==> src/rtl/calc_pkg.sv <==
// ============================================================================
// Module : calc_pkg
// Brief  : Shared widths, MODE bit positions and FSM states for calc_sequencer.
// Rev    : 1.0  initial release
// ============================================================================
`default_nettype none

package calc_pkg;

    localparam int DEF_WIDTH = 6;
    localparam int DEF_OUT_W = 10;

    localparam int MODE_CMP = 0;
    localparam int MODE_SEL = 1;

    typedef enum logic [1:0] {
        IDLE  = 2'd0,
        PASS1 = 2'd1,
        PASS2 = 2'd2,
        HOLD  = 2'd3
    } state_t;

endpackage

`default_nettype wire

==> src/rtl/sum3_adder.sv <==
// ============================================================================
// Module : sum3_adder
// Brief  : Combinational three-input unsigned adder, WIDTH in, OUT_W out.
// Rev    : 1.0  initial release
// ============================================================================
`default_nettype none

module sum3_adder #(
    parameter int WIDTH = 6,
    parameter int OUT_W = 10
) (
    input  logic [WIDTH-1:0] i_a,
    input  logic [WIDTH-1:0] i_b,
    input  logic [WIDTH-1:0] i_c,
    output logic [OUT_W-1:0] o_sum
);

    assign o_sum = OUT_W'(i_a) + OUT_W'(i_b) + OUT_W'(i_c);

endmodule

`default_nettype wire

==> src/rtl/calc_sequencer.sv <==
// ============================================================================
// Module : calc_sequencer
// Brief  : Job controller time-sharing one sum3_adder for group sum / min / max.
//          Compare modes and PASS2 exist only when CALC_SEQ_CMP_EN is defined.
// Rev    : 1.0  initial release
// ============================================================================
`default_nettype none

module calc_sequencer
    import calc_pkg::*;
#(
    parameter int WIDTH = DEF_WIDTH,
    parameter int OUT_W = DEF_OUT_W
) (
    input  logic             CLK,
    input  logic             RST,
    input  logic             IN_VALID,
    output logic             IN_READY,
    input  logic [1:0]       MODE,
    input  logic [WIDTH-1:0] N0,
    input  logic [WIDTH-1:0] N1,
    input  logic [WIDTH-1:0] N2,
    input  logic [WIDTH-1:0] N3,
    input  logic [WIDTH-1:0] N4,
    input  logic [WIDTH-1:0] N5,
    output logic             OUT_VALID,
    input  logic             OUT_READY,
    output logic [OUT_W-1:0] OUT_N,
    output logic             BUSY
);

    state_t           r_state;
    state_t           w_next;
    logic [WIDTH-1:0] r_a [3];
    logic [WIDTH-1:0] r_b [3];
    logic             r_sel;
    logic [OUT_W-1:0] r_out_n;
    logic             r_out_valid;
    logic             w_accept;
    logic             w_use_a;
    logic             w_cmp;
    logic [WIDTH-1:0] w_op0;
    logic [WIDTH-1:0] w_op1;
    logic [WIDTH-1:0] w_op2;
    logic [OUT_W-1:0] w_sum;

`ifdef CALC_SEQ_CMP_EN
    logic             r_cmp;
    logic [OUT_W-1:0] r_sa;
    logic [OUT_W-1:0] w_pick;

    assign w_cmp  = r_cmp;
    // PASS2 sees sum B on the adder while SA holds sum A
    assign w_pick = r_sel ? ((w_sum > r_sa) ? w_sum : r_sa)
                          : ((w_sum < r_sa) ? w_sum : r_sa);
`else
    logic w_unused_mode;

    assign w_cmp         = 1'b0;
    assign w_unused_mode = MODE[MODE_CMP];
`endif

    assign IN_READY  = (r_state == IDLE) && !RST;
    assign BUSY      = (r_state != IDLE);
    assign OUT_VALID = r_out_valid;
    assign OUT_N     = r_out_n;
    assign w_accept  = IN_VALID && IN_READY;

    // Compare jobs take group A first; single-pass jobs follow MODE_SEL
    assign w_use_a = (r_state == PASS1) ? (w_cmp || r_sel) :
                     (r_state == HOLD || r_state == IDLE) ? r_sel : 1'b0;

    assign w_op0 = w_use_a ? r_a[0] : r_b[0];
    assign w_op1 = w_use_a ? r_a[1] : r_b[1];
    assign w_op2 = w_use_a ? r_a[2] : r_b[2];

    sum3_adder #(
        .WIDTH (WIDTH),
        .OUT_W (OUT_W)
    ) u_adder (
        .i_a   (w_op0),
        .i_b   (w_op1),
        .i_c   (w_op2),
        .o_sum (w_sum)
    );

    always_comb begin
        w_next = r_state;
        case (r_state)
            IDLE:  if (IN_VALID) w_next = PASS1;
`ifdef CALC_SEQ_CMP_EN
            PASS1: w_next = w_cmp ? PASS2 : HOLD;
            PASS2: w_next = HOLD;
`else
            PASS1: w_next = HOLD;
`endif
            HOLD:  if (OUT_READY) w_next = IDLE;
            default: w_next = IDLE;
        endcase
    end

    always_ff @(posedge CLK or posedge RST) begin
        if (RST) begin
            r_state <= IDLE;
        end else begin
            r_state <= w_next;
        end
    end

    always_ff @(posedge CLK or posedge RST) begin
        if (RST) begin
            r_a         <= '{default: '0};
            r_b         <= '{default: '0};
            r_sel       <= 1'b0;
            r_out_n     <= '0;
            r_out_valid <= 1'b0;
`ifdef CALC_SEQ_CMP_EN
            r_cmp       <= 1'b0;
            r_sa        <= '0;
`endif
        end else begin
            if (w_accept) begin
                r_a[0] <= N0;
                r_a[1] <= N1;
                r_a[2] <= N2;
                r_b[0] <= N3;
                r_b[1] <= N4;
                r_b[2] <= N5;
                r_sel  <= MODE[MODE_SEL];
`ifdef CALC_SEQ_CMP_EN
                r_cmp  <= MODE[MODE_CMP];
`endif
            end
            case (r_state)
                PASS1: begin
`ifdef CALC_SEQ_CMP_EN
                    if (w_cmp) begin
                        r_sa <= w_sum;
                    end else begin
                        r_out_n     <= w_sum;
                        r_out_valid <= 1'b1;
                    end
`else
                    r_out_n     <= w_sum;
                    r_out_valid <= 1'b1;
`endif
                end
`ifdef CALC_SEQ_CMP_EN
                PASS2: begin
                    r_out_n     <= w_pick;
                    r_out_valid <= 1'b1;
                end
`endif
                HOLD: begin
                    if (OUT_READY) r_out_valid <= 1'b0;
                end
                default: ;
            endcase
        end
    end

endmodule

`default_nettype wire

==> config.mk <==
export PLATFORM = sky130hd
export DESIGN_NAME = calc_sequencer
export DESIGN_NICKNAME = d
export VERILOG_FILES = /design/src/rtl/calc_pkg.sv /design/src/rtl/sum3_adder.sv /design/src/rtl/calc_sequencer.sv
export SDC_FILE = /design/constraint.sdc
export NUM_CORES = 1
export LEC_CHECK = 0
export ABC_CLOCK_PERIOD_IN_PS = 9500
export CAP_MARGIN = 0
export CELL_PAD_IN_SITES_DETAIL_PLACEMENT = 0
export CELL_PAD_IN_SITES_GLOBAL_PLACEMENT = 1
export CORE_ASPECT_RATIO = 1.5
export CORE_MARGIN = 1
export CORE_UTILIZATION = 44
export CTS_BUF_LIST = sky130_fd_sc_hd__clkbuf_16
export CTS_CLUSTER_DIAMETER = 60
export DETAILED_ROUTE_END_ITERATION = 16
export PLACE_DENSITY = 0.88
export SYNTH_ARGS = -nofsm -noshare
export SYNTH_HDL_FRONTEND = slang
export SYNTH_SLANG_ARGS = --single-unit
==> constraint.sdc <==
create_clock -name CLK -period 9.5 [get_ports CLK]
set_input_delay 0.95 -clock CLK [delete_from_list [all_inputs] [get_ports CLK]]
set_output_delay 0.95 -clock CLK [all_outputs]
set_load 0.05 [all_outputs]
After elaboration in Yosys (flattened, before gate mapping)
Cells that the tools add are included.
Storage, ports and cells
  register bits after elaboration: 50
  input port bits: 42
  output and inout port bits: 13
  word-level logic and storage cells: 35
Operators by class
  $add $sub $neg: 2
  equality and inequality tests: 4
  mux-type cells: 10
  reduce and logical (&&, ||, !) cells: 9
Operators with widths (count)
  $mux 6: 3
  $add 10x6->10: 1
  $add 6x6->7: 1
  $pmux 2 s3: 1
  $mux 2: 2
  $ne 2x2->1 const B: 2
  $reduce_and 2->1: 2
  $reduce_bool 2->1: 2
  $mux 1: 3
  $eq 2x1->1 const B: 1
  $eq 2x2->1 const B: 1
  $logic_and 1x1->1: 2
  $logic_not 2->1: 1
  $pmux 1 s2: 1
  $logic_not 1->1: 1
  $logic_or 1x1->1: 1

Logic depth before layout (Yosys ltp)
  word-level depth: 7
  depth in mapped cells: 16

Modules after synthesis
A second synthesis with hierarchy kept.
Unflattened totals
  cell total of the unflattened synthesis: 184
  area, all modules: 2577.5 um2
Modules (own cells, without submodules)
  calc_sequencer: instances 1, cells each 140, area an instance 2197.1 um2, sequential area each 1251.2 um2
  sum3_adder: instances 1, cells each 44, area an instance 380.4 um2, sequential area each 0.0 um2

Worst setup path after synthesis
OpenSTA, ideal clock, no wires.
  kind: register to register
  start point: register r_state[0]
  end point: register r_out_n[6], in the netlist OUT_N[6]
  arrival time: 3.944 ns
  required time: 9.418 ns
  path slack: 5.475 ns
  cell stages (with the launch flop): 16
  buffers on the path: 2
  clock period less this slack: 4.025 ns
  cell sequence: dfrtp_1 > ha_1 > buf_2 > o21ai_2 > buf_4 > mux2_2 > ha_1 > fa_1 > a211o_1 > nand2_1 > and2_1 > ha_1 > and3_1 > a221o_1 > a2111o_1 > a31oi_1
On the way
  word-level cells in the longest chain between the ends: 7
  elaborated cells between the ends (all ways): 11
  classes of those cells: 2 x add/sub; 2 x eq/ne; 5 x mux; 2 x reduce/logical
Ends and longest elaborated chain
  start, declared: line calc_sequencer.sv:32  | state_t r_state;
  start signal, assigned: line calc_sequencer.sv:106  | r_state <= w_next;
  $eq 2x2->1 or $logic_not 2->1 (tied branches): line calc_sequencer.sv:71  | (r_state == HOLD || r_state == IDLE) ? r_sel : 1'b0;
  $logic_or 1x1->1: line calc_sequencer.sv:71
  $mux 1: line calc_sequencer.sv:71
  $mux 1: line calc_sequencer.sv:70  | assign w_use_a = (r_state == PASS1) ? (w_cmp || r_sel) :
  $mux 6 (on tied branches): line calc_sequencer.sv:73, calc_sequencer.sv:74
  $add 6x6->7: line sum3_adder.sv:18  | assign o_sum = OUT_W'(i_a) + OUT_W'(i_b) + OUT_W'(i_c);
  $add 10x6->10: line sum3_adder.sv:18
  end signal, assigned: line calc_sequencer.sv:144  | r_out_n <= w_sum;
  end, declared: line calc_sequencer.sv:37  | logic [OUT_W-1:0] r_out_n;
Several ways; a longest one is shown, not always the timed one.
A chain may end at the register's enable or synchronous reset.

Final worst setup path
Same ends and word-level chain as after synthesis.

==> flow_summary.yaml <==
synthesis:
  synth_ff_type: "dfrtp_1"
  synth_edf_count: 0
  synth_top_area_share_pct: 46.8
  yosysTopAreaCell: "dfrtp_1"
  synth.top_cells.by_count: "mux2_2 (58), dfrtp_1 (48), ha_1 (15)"
  syn_inst: 205
  ys_ff_latch: 48
  synth_area_leaders: "dfrtp_1 (47%), mux2_2 (25%), ha_1 (7.3%), inv_1 (1.8%), fa_1 (1.6%)"
  ys_async_sr_fraction_pct: 100
  seq_area_frac_synth_pct: 46.8
  yosysWarnings: 0
  synth_cell_type_count: 38
  synth_area_per_cell_um2: 12.5
  synth_most_common_cell: "mux2_2"
  syn_area_mm2: 0.00257
global_routing:
  grt_pass1_vias: 1764
  grt_antenna_before_repair: 0
  track_usage_pct: 16.3
  grt_start_max_net_pins: 49
  grt_pass1_wl_um: 7760
  overflow: 0
clock_tree:
  clockBufferDepth: 2
  htree_levels: 2
  clkTransAtPathRegs_ns: 0.06
  cts.sinks: 48
  cts_setup_buffers: 0
  ctsResizeCount: 0
  tritoncts: "yes"
  postCtsHoldBufs: 0
  root_buffer: "clkbuf_16"
  clock_latency_ns: 0.29
  cts_made_buffers: 5
worst_setup_path:
  rr_worst_depth: 13
  cp-startpoint: "r_state[0]"
  r2r_slack_ns: 4.78
  crit_path_start_kind: "flip-flop"
  rr_endpoint: "OUT_N[6]"
  r2r_start: "r_state[0]"
  critPathArrivalTime_ns: 4.92
  cp.required_ns: 9.70
  cp_max_fo: 18
  end_kind: "flip-flop"
  crit_type: "reg2reg"
  crit_end: "OUT_N[6]"
timing:
  fin_crit_sh_pct: 49.7
  slew_headroom_pct: 34.7
  worst_pin_slew_ns: 0.979
  setup_viol: 0
  clock_skew_ns: 0.00425
  hold_violations: 0
  setup_tns_ns: 0
  max_freq_ghz: 0.212
  finalMaxSlewViolations: 0
  period_needed_ns: 4.72
  rsz0062_at_grt: "no"
floorplanning:
  io_pins: 55
  die_h_um: 95.5
  coreArea_mm2: 0.00553
  die_area_mm2: 0.00615
  fp-row-count: 33
  die-width_um: 64.4
  start_util_pct: 46.4
detailed_routing:
  top_layer: "met4"
  wl_met2_um: 2440
  routed_wl_um: 4520
  drt_iter0_markers: 41
  dr.pass1.iters: 4
  drc_errors: 0
  avgRoutedWirePerCell_um: 13.8
  drt-met1-wl_um: 1920
  vias: 1689
  ant_nets: 0
  wl_met3_um: 77
  viasPerCell: 5.17
final_layout:
  area.sequential_mm2: 0.00120
  syn_to_final_growth_pct: 28.2
  multi_input_area_mm2: 0.00128
  drive_above_1_share_pct: 27.6
  fillers: 489
  post-route-util_pct: 59.5
  nNetsFinal: 315
  antenna_cells: 0
placed_design:
  place_hpwl_um: 3310
  place_congestion: 0.751
  portBuffers: 51
run:
  maxCapViolCount: 0
min_path:
  hold_path_class: "reg2reg"
status:
  outcome: "finished, final reports clean"
[worst min path at each step]
stage                 start  cells past startpoint       to
finish              r_a[13]                      1  r_a[13]
global route         r_b[5]                      1   r_b[5]
CTS                  r_b[2]                      1   r_b[2]
detailed placement   r_b[2]                      1   r_b[2]
global placement     r_b[9]                      1   r_b[9]
floorplan           r_b[11]                      1  r_b[11]
[layout make-up]
cell class	count	area share (%)
Tap cell	70	2.66
Clock inverter	3	1.29
Inverter	12	1.37
Multi-Input combinational cell	138	38.8
Clock buffer	5	3.80
Sequential cell	48	36.5
Timing Repair Buffer	51	15.5
[metal layers]
layer,track usage [%],up-vias
met5,0,-
met4,6.11,0
met3,2.51,6
met2,30.5,30
met1,18.5,822
li1,-,831
[metrics by stage]
step | worst slack [ns] | instance area, um^2 | std cells | hold slack (ns)
6_report | 4.78 | 3290 | 327 | 0.499
5_1_grt | 4.47 | 3290 | 327 | 0.520
3_5_place_dp | 4.80 | 3120 | 319 | 0.488
3_3_place_gp | 4.82 | 3120 | 319 | 0.482
4_1_cts | 4.70 | 3290 | 327 | 0.506
2_1_floorplan | 5.47 | 2570 | 206 | 0.474
[worst max-delay path, stage by stage, from the launching register on]
cell,delay [ns]
dfrtp_1,0.42
ha_1,0.43
o21ai_2,0.82
mux2_2,0.41
ha_1,0.23
fa_1,0.43
a211o_1,0.31
nand2_1,0.09
and2_1,0.12
ha_1,0.27
and3_1,0.19
a221o_1,0.35
a2111o_1,0.35
a31oi_1,0.18
[cell families (layout without fill, tap and decap cells)]
family / Yosys count / after routing / synth area share [%]
other: 1 / 2 / 0.146
AND/OR/NAND/NOR: 22 / 22 / 4.29
buffers and inverters: 20 / 71 / 3.56
XOR/XNOR: 4 / 4 / 1.37
adder cells (fa/ha/maj): 17 / 17 / 8.87
multiplexers: 58 / 58 / 25.5
AO/OA/AOI/OAI: 35 / 35 / 9.51
flip-flops: 48 / 48 / 46.8
[placed cells by master (no fill, tap or decap), types with 4 or more instances in the layout]
cell / count
o21ai_0: 6
o22ai_1: 4
nor2_1: 8
clkdlybuf4s50_1: 51
clkbuf_16: 5
inv_1: 11
ha_1: 15
mux2_2: 58
a21oi_1: 6
dfrtp_1: 48
[flip-flops by register name, summed over array words and instances, names as in the netlist]
register,count
OUT_N,8
r_b,18
r_state,2
r_sel,1
OUT_VALID,1
r_a,18
Power is left out: the tool's default activity adds up to more than one toggle a clock period on the data nets, which glitch-free logic cannot reach.
==> variant 1, RTL diff (config.mk and constraints unchanged) <==
The package constant `DEF_OUT_W` goes from 10 to 20.
--- a/src/rtl/calc_pkg.sv
+++ b/src/rtl/calc_pkg.sv
@@ -9,5 +9,5 @@
 
     localparam int DEF_WIDTH = 6;
-    localparam int DEF_OUT_W = 10;
+    localparam int DEF_OUT_W = 20;
 
     localparam int MODE_CMP = 0;
Ports: changed (resized OUT_N); port bits go from 55 to 65. The function was not compared with the original's and may differ.
==> variant 1 against the original RTL <==
Core utilization fell by 2.0 points. Routed wire length grew 0.51%. Area after synthesis increased by 2.9%. Worst setup slack gained 0.016 ns. Count of clock-buffer cells in the layout unchanged. Clock skew shrank 0.00087 ns. Critical endpoint unchanged. Design area increased by 1.1%. Sequential cell count did not move. First-iteration DRC count down 20%. Fmax rose by 0.33%.
Power is left out: the tool's default activity adds up to more than one toggle a clock period on the data nets, which glitch-free logic cannot reach.
==> variant 1: results (changes against the original RTL) <==
Parameter                              Value

Status
  Result of the run    completed (unchanged)

Placement
  Gp weighted congestion    0.7242 (was 0.7505)
  Instance area at placement    3162 um^2 (was 3122 um^2)
  Post-placement cell count    331 (was 319)
  Post-detail-place hpwl    3424 um (was 3305 um)
  Number of port buffers    51 (unchanged)
  Pre-CTS setup slack    4.777 ns (was 4.804 ns)

Finish
  Layout cells sized above 1    26.59% (was 27.63%)
  Number of standard cells in the final layout excluding fillers    339 (was 327)

Clocking
  Buffer levels on the longest clock path    2 (unchanged)
  Number of instances resized during post-cts repair    0 (unchanged)
  Hold buffers post-CTS    0 (unchanged)
  Setup fix buffers added after clock tree synthesis    0 (unchanged)
  Number of CTS-inserted buffers    5 (unchanged)
  Clock insertion delay at the later pin of the skew report    0.29 ns (about the same)
  Clock edge transition at the registers on the reported setup and hold paths    0.06 ns (about the same)
  Depth of the CTS H-tree    2 (unchanged)
  Buffer type at the clock tree root    clkbuf_16 (unchanged)
  CTS tree    built (unchanged)

Setup path
  Data arrival time of the critical path    4.91 ns (was 4.92 ns)
  Launching element of the worst setup path    r_state[0]$_DFFE_PP0P_ (unchanged)
  Worst-path maximum fanout    18 (unchanged)

GRT
  Via count of the first global-routing pass    1732 (was 1764)
  Maximum number of pins on one net before global-route repair    49 (unchanged)
  Total global-route track usage    16.10% (was 16.35%)
  First-pass GRT wire length    7783 um (was 7755 um)
  Number of antenna violations at the first check in global routing    0 (unchanged)

Yosys
  Synthesized area divided by synthesized cell count    12.29 um^2 (was 12.52 um^2)
  Most frequently used flop master after synthesis    dfrtp_1 (unchanged)
  Share of synthesized flip-flops with an asynchronous set or reset    100.0% (unchanged)
  Synth cell count leaders    mux2_2 (58), dfrtp_1 (48), ha_1 (15) (unchanged)
  Sequential fraction of the synthesis area    45.48% (was 46.81%)
  YS warnings    0 (unchanged)
  Number of distinct library cells after synthesis    38 (unchanged)
  Post-synth EDFFs    0 (unchanged)
  Cell types occupying the most area after synthesis    dfrtp_1 (45%), mux2_2 (25%), ha_1 (7.1%) (was dfrtp_1 (47%), mux2_2 (25%), ha_1 (7.3%))

Route
  DR pass1 iterations    4 (unchanged)
  Met1 WL    1836 um (was 1921 um)
  Average via count per standard cell    5.047 (was 5.165)
  Routed met2 length    2499 um (was 2439 um)
  Routed Wire Length    4544 um (was 4521 um)
  Initial detailed-routing violation count    33 (was 41)
  Topmost layer with routed signal wires    met4 (unchanged)
  Detailed route wirelength on metal3    116 um (was 77 um)

STA
  Worst-margin pin slew    0.9869 ns (was 0.9791 ns)
  Clock skew after layout    0.003384 ns (was 0.004254 ns)

Hold path
  Min-Delay Startpoint    r_b[14]$_DFFE_PP0P_ (was r_a[13]$_DFFE_PP0P_)
  Path category of the worst min-delay check    register to register (unchanged)
[variant 1: changes by cell type after synthesis, sizes merged]
cell	change
buf	+10
[variant 1: cell families after synthesis]
kind of cell               count (synthesis)  share of synthesized area [%]
other                                      1                         0.1420
xor gates and xnor gates                   4                          1.327
muxes                                     58                          24.73
DFF                                       48                          45.48
adders and majority gates                 17                          8.622
buffers and inverters                     30                          6.300
AOI/OAI and AO/OA                         35                          9.238
and+or+nand+nor                           22                          4.170
[variant 1: final timing paths]
kind,slack (ns),cells after the start,to
setup / recovery,4.79,13,OUT_N[6]$_DFFE_PP0P_
hold / removal,0.50,1,r_b[14]$_DFFE_PP0P_
hold reg to reg,0.50,1,r_b[14]$_DFFE_PP0P_
min in group asynchronous,1.23,2,r_state[0]$_DFFE_PP0P_
setup reg to reg,4.79,13,OUT_N[6]$_DFFE_PP0P_
max in group asynchronous,7.65,2,OUT_N[2]$_DFFE_PP0P_
[variant 1: critical path, cell delays in order, from the launching register on]
cell and delay [ns]:
dfrtp_1 0.41, ha_1 0.44, o21ai_2 0.84, mux2_2 0.42, ha_1 0.22, fa_1 0.43, a211o_1 0.31, nand2_1 0.09
and2_1 0.12, ha_1 0.27, and3_1 0.20, a221o_1 0.34, a2111o_1 0.36, a31oi_1 0.16
[variant 1: layout make-up]
class / instances / area, um^2
fillers: 496 / 2460
multi-input cells: 148 / 1315
flip-flops and latches: 48 / 1201
repair buffers: 51 / 510.5
clock buffers: 5 / 125.1
well taps: 72 / 90.09
inverters: 12 / 45.04
clock inverters: 3 / 38.79
[variant 1: routing by layer]
metal,track usage (%),vias up
met5,0,-
met4,7.023,0
met3,2.476,7
met2,28.07,36
met1,18.94,821
li1,-,847
==> variant 2, RTL diff (same flow settings) <==
Without the edit above. The 4 states of `state_t` get a one-hot encoding in 4 bits.
--- a/src/rtl/calc_pkg.sv
+++ b/src/rtl/calc_pkg.sv
@@ -14,9 +14,9 @@
     localparam int MODE_SEL = 1;
 
-    typedef enum logic [1:0] {
-        IDLE  = 2'd0,
-        PASS1 = 2'd1,
-        PASS2 = 2'd2,
-        HOLD  = 2'd3
+    typedef enum logic [3:0] {
+        IDLE  = 4'b0001,
+        PASS1 = 4'b0010,
+        PASS2 = 4'b0100,
+        HOLD  = 4'b1000
     } state_t;
 
Check against the original RTL: same outputs for any inputs over 10 cycles, from zero or initial values and one cycle with RST high; not proved beyond that.
==> variant 2 against the original RTL <==
Worst hold slack got worse by 0.022 ns. Area after synthesis rose by 9.3%. Core utilization fell by 2.7 points. Worst setup slack improved by 0.60 ns. Sequential cell count rose by 1. Routed wire length rose by 2.6%. Non-clock buffer count did not move. Design area rose by 5.7%. Die area rose by 9.1%. Largest cell class unchanged. Highest routed layer unchanged.
Power is not shown: default switching activity piles up to over one toggle a cycle in this logic, so the estimate is an artifact.
==> variant 2: results (changes against the original RTL) <==
Parameter                              Value

Status
  Result of the run    completed (unchanged)

Hold path
  Destination of the worst hold path    OUT_N[4]$_DFFE_PP0P_ (was r_a[13]$_DFFE_PP0P_)
  Min-Delay Startpoint    OUT_N[4]$_DFFE_PP0P_ (was r_a[13]$_DFFE_PP0P_)
  Hold-critical path depth    2 (was 1)

Finish
  Area used by multi-input combinational logic    1453 um^2 (was 1277 um^2)
  Clock distribution area overhead in the final layout    4.930% (was 5.097%)
  FFs & Latches    49 (was 48)
  Share of final layout cell area taken by non-clock buffers    14.68% (was 15.52%)
  Sequential cell area in the final layout    1227 um^2 (was 1201 um^2)
  Multi-In Gates    147 (was 138)

Yosys
  Cells after Synth    210 (was 205)
  Number of distinct library cells after synthesis    40 (was 38)
  Synth Area in Compound Gates    8.698% (was 9.508%)
  Cell types occupying the most area after synthesis    dfrtp_1 (43%), mux2_4 (21%), mux2_2 (6.0%) (was dfrtp_1 (47%), mux2_2 (25%), ha_1 (7.3%))
  Xor/xnor share of the synthesized area    1.561% (was 1.365%)
  Sequential fraction of the synthesis area    43.76% (was 46.81%)
  Post-synthesis adder-cell area fraction    7.226% (was 8.874%)
  Multiplexer share of the synthesized area    27.79% (was 25.45%)
  Share of synthesized flip-flops with an asynchronous set or reset    100.0% (unchanged)

Setup path
  Slowest cell delay on critical path    0.64 ns (was 0.82 ns)
  Crit path max-delay cell type    o211ai_4 (was o21ai_2)
  Launching element of the worst setup path    r_state[0]$_DFFE_PP1P_ (was r_state[0]$_DFFE_PP0P_)

GRT
  Maximum number of pins on one net before global-route repair    51 (was 49)
  Via count of the first global-routing pass    1821 (was 1764)
  First-pass GRT wire length    7997 um (was 7755 um)
  Global route total overflow    0 (unchanged)
  Total global-route track usage    15.95% (was 16.35%)
  Met1 Use GR    17.95% (was 18.46%)
  Met2 Track Usage GR    28.46% (was 30.53%)

Route
  Routed len/inst    13.84 um (was 13.83 um)
  Met1 WL    1940 um (was 1921 um)
  Detailed route wirelength on metal3    140 um (was 77 um)
  Routed Wire Length    4637 um (was 4521 um)
  Overall via count from detail_route    1708 (was 1689)
  Routed met2 length    2516 um (was 2439 um)

Clocking
  Depth of the CTS H-tree    2 (unchanged)

STA
  WHS    0.4776 ns (was 0.4993 ns)
  Worst-margin pin slew    1.113 ns (was 0.9791 ns)

Placement
  Post-placement cell count    327 (was 319)
  Gp weighted congestion    0.7518 (was 0.7505)
  Post-detail-place hpwl    3514 um (was 3305 um)
variant 2: changes by cell type in the layout (fill, tap and decap cells not counted), moves of 2 or more:
| cell | delta |
|---|---|
| mux2_4 | +40 |
| inv_1 | -7 |
| xor2_1 | +2 |
| ha_1 | -2 |
| mux2_2 | -43 |
| o22ai_1 | -4 |
| o21ai_0 | +4 |
| nand2_1 | +9 |
variant 2: critical path, delay by kind of cell, from the launching register on:
kind	cells	cell delay, ns
AO/OA/AOI/OAI	7	1.74
adder cells (fa/ha/maj)	3	0.99
flip-flops	1	0.59
multiplexers	1	0.35
AND/OR/NAND/NOR	1	0.17
XOR/XNOR	1	0.11
variant 2: metrics by stage:
| step | cell area [um^2] | utilization, % | setup slack [ns] |
|---|---|---|---|
| after floorplan | 2809 | - | 5.808 |
| after global placement | 3306 | 53.92 | 5.406 |
| after detailed placement | 3306 | 53.92 | 5.365 |
| after CTS | 3477 | 56.71 | 5.352 |
| after global routing | 3477 | 56.71 | 5.113 |
| final | 3477 | 56.71 | 5.376 |
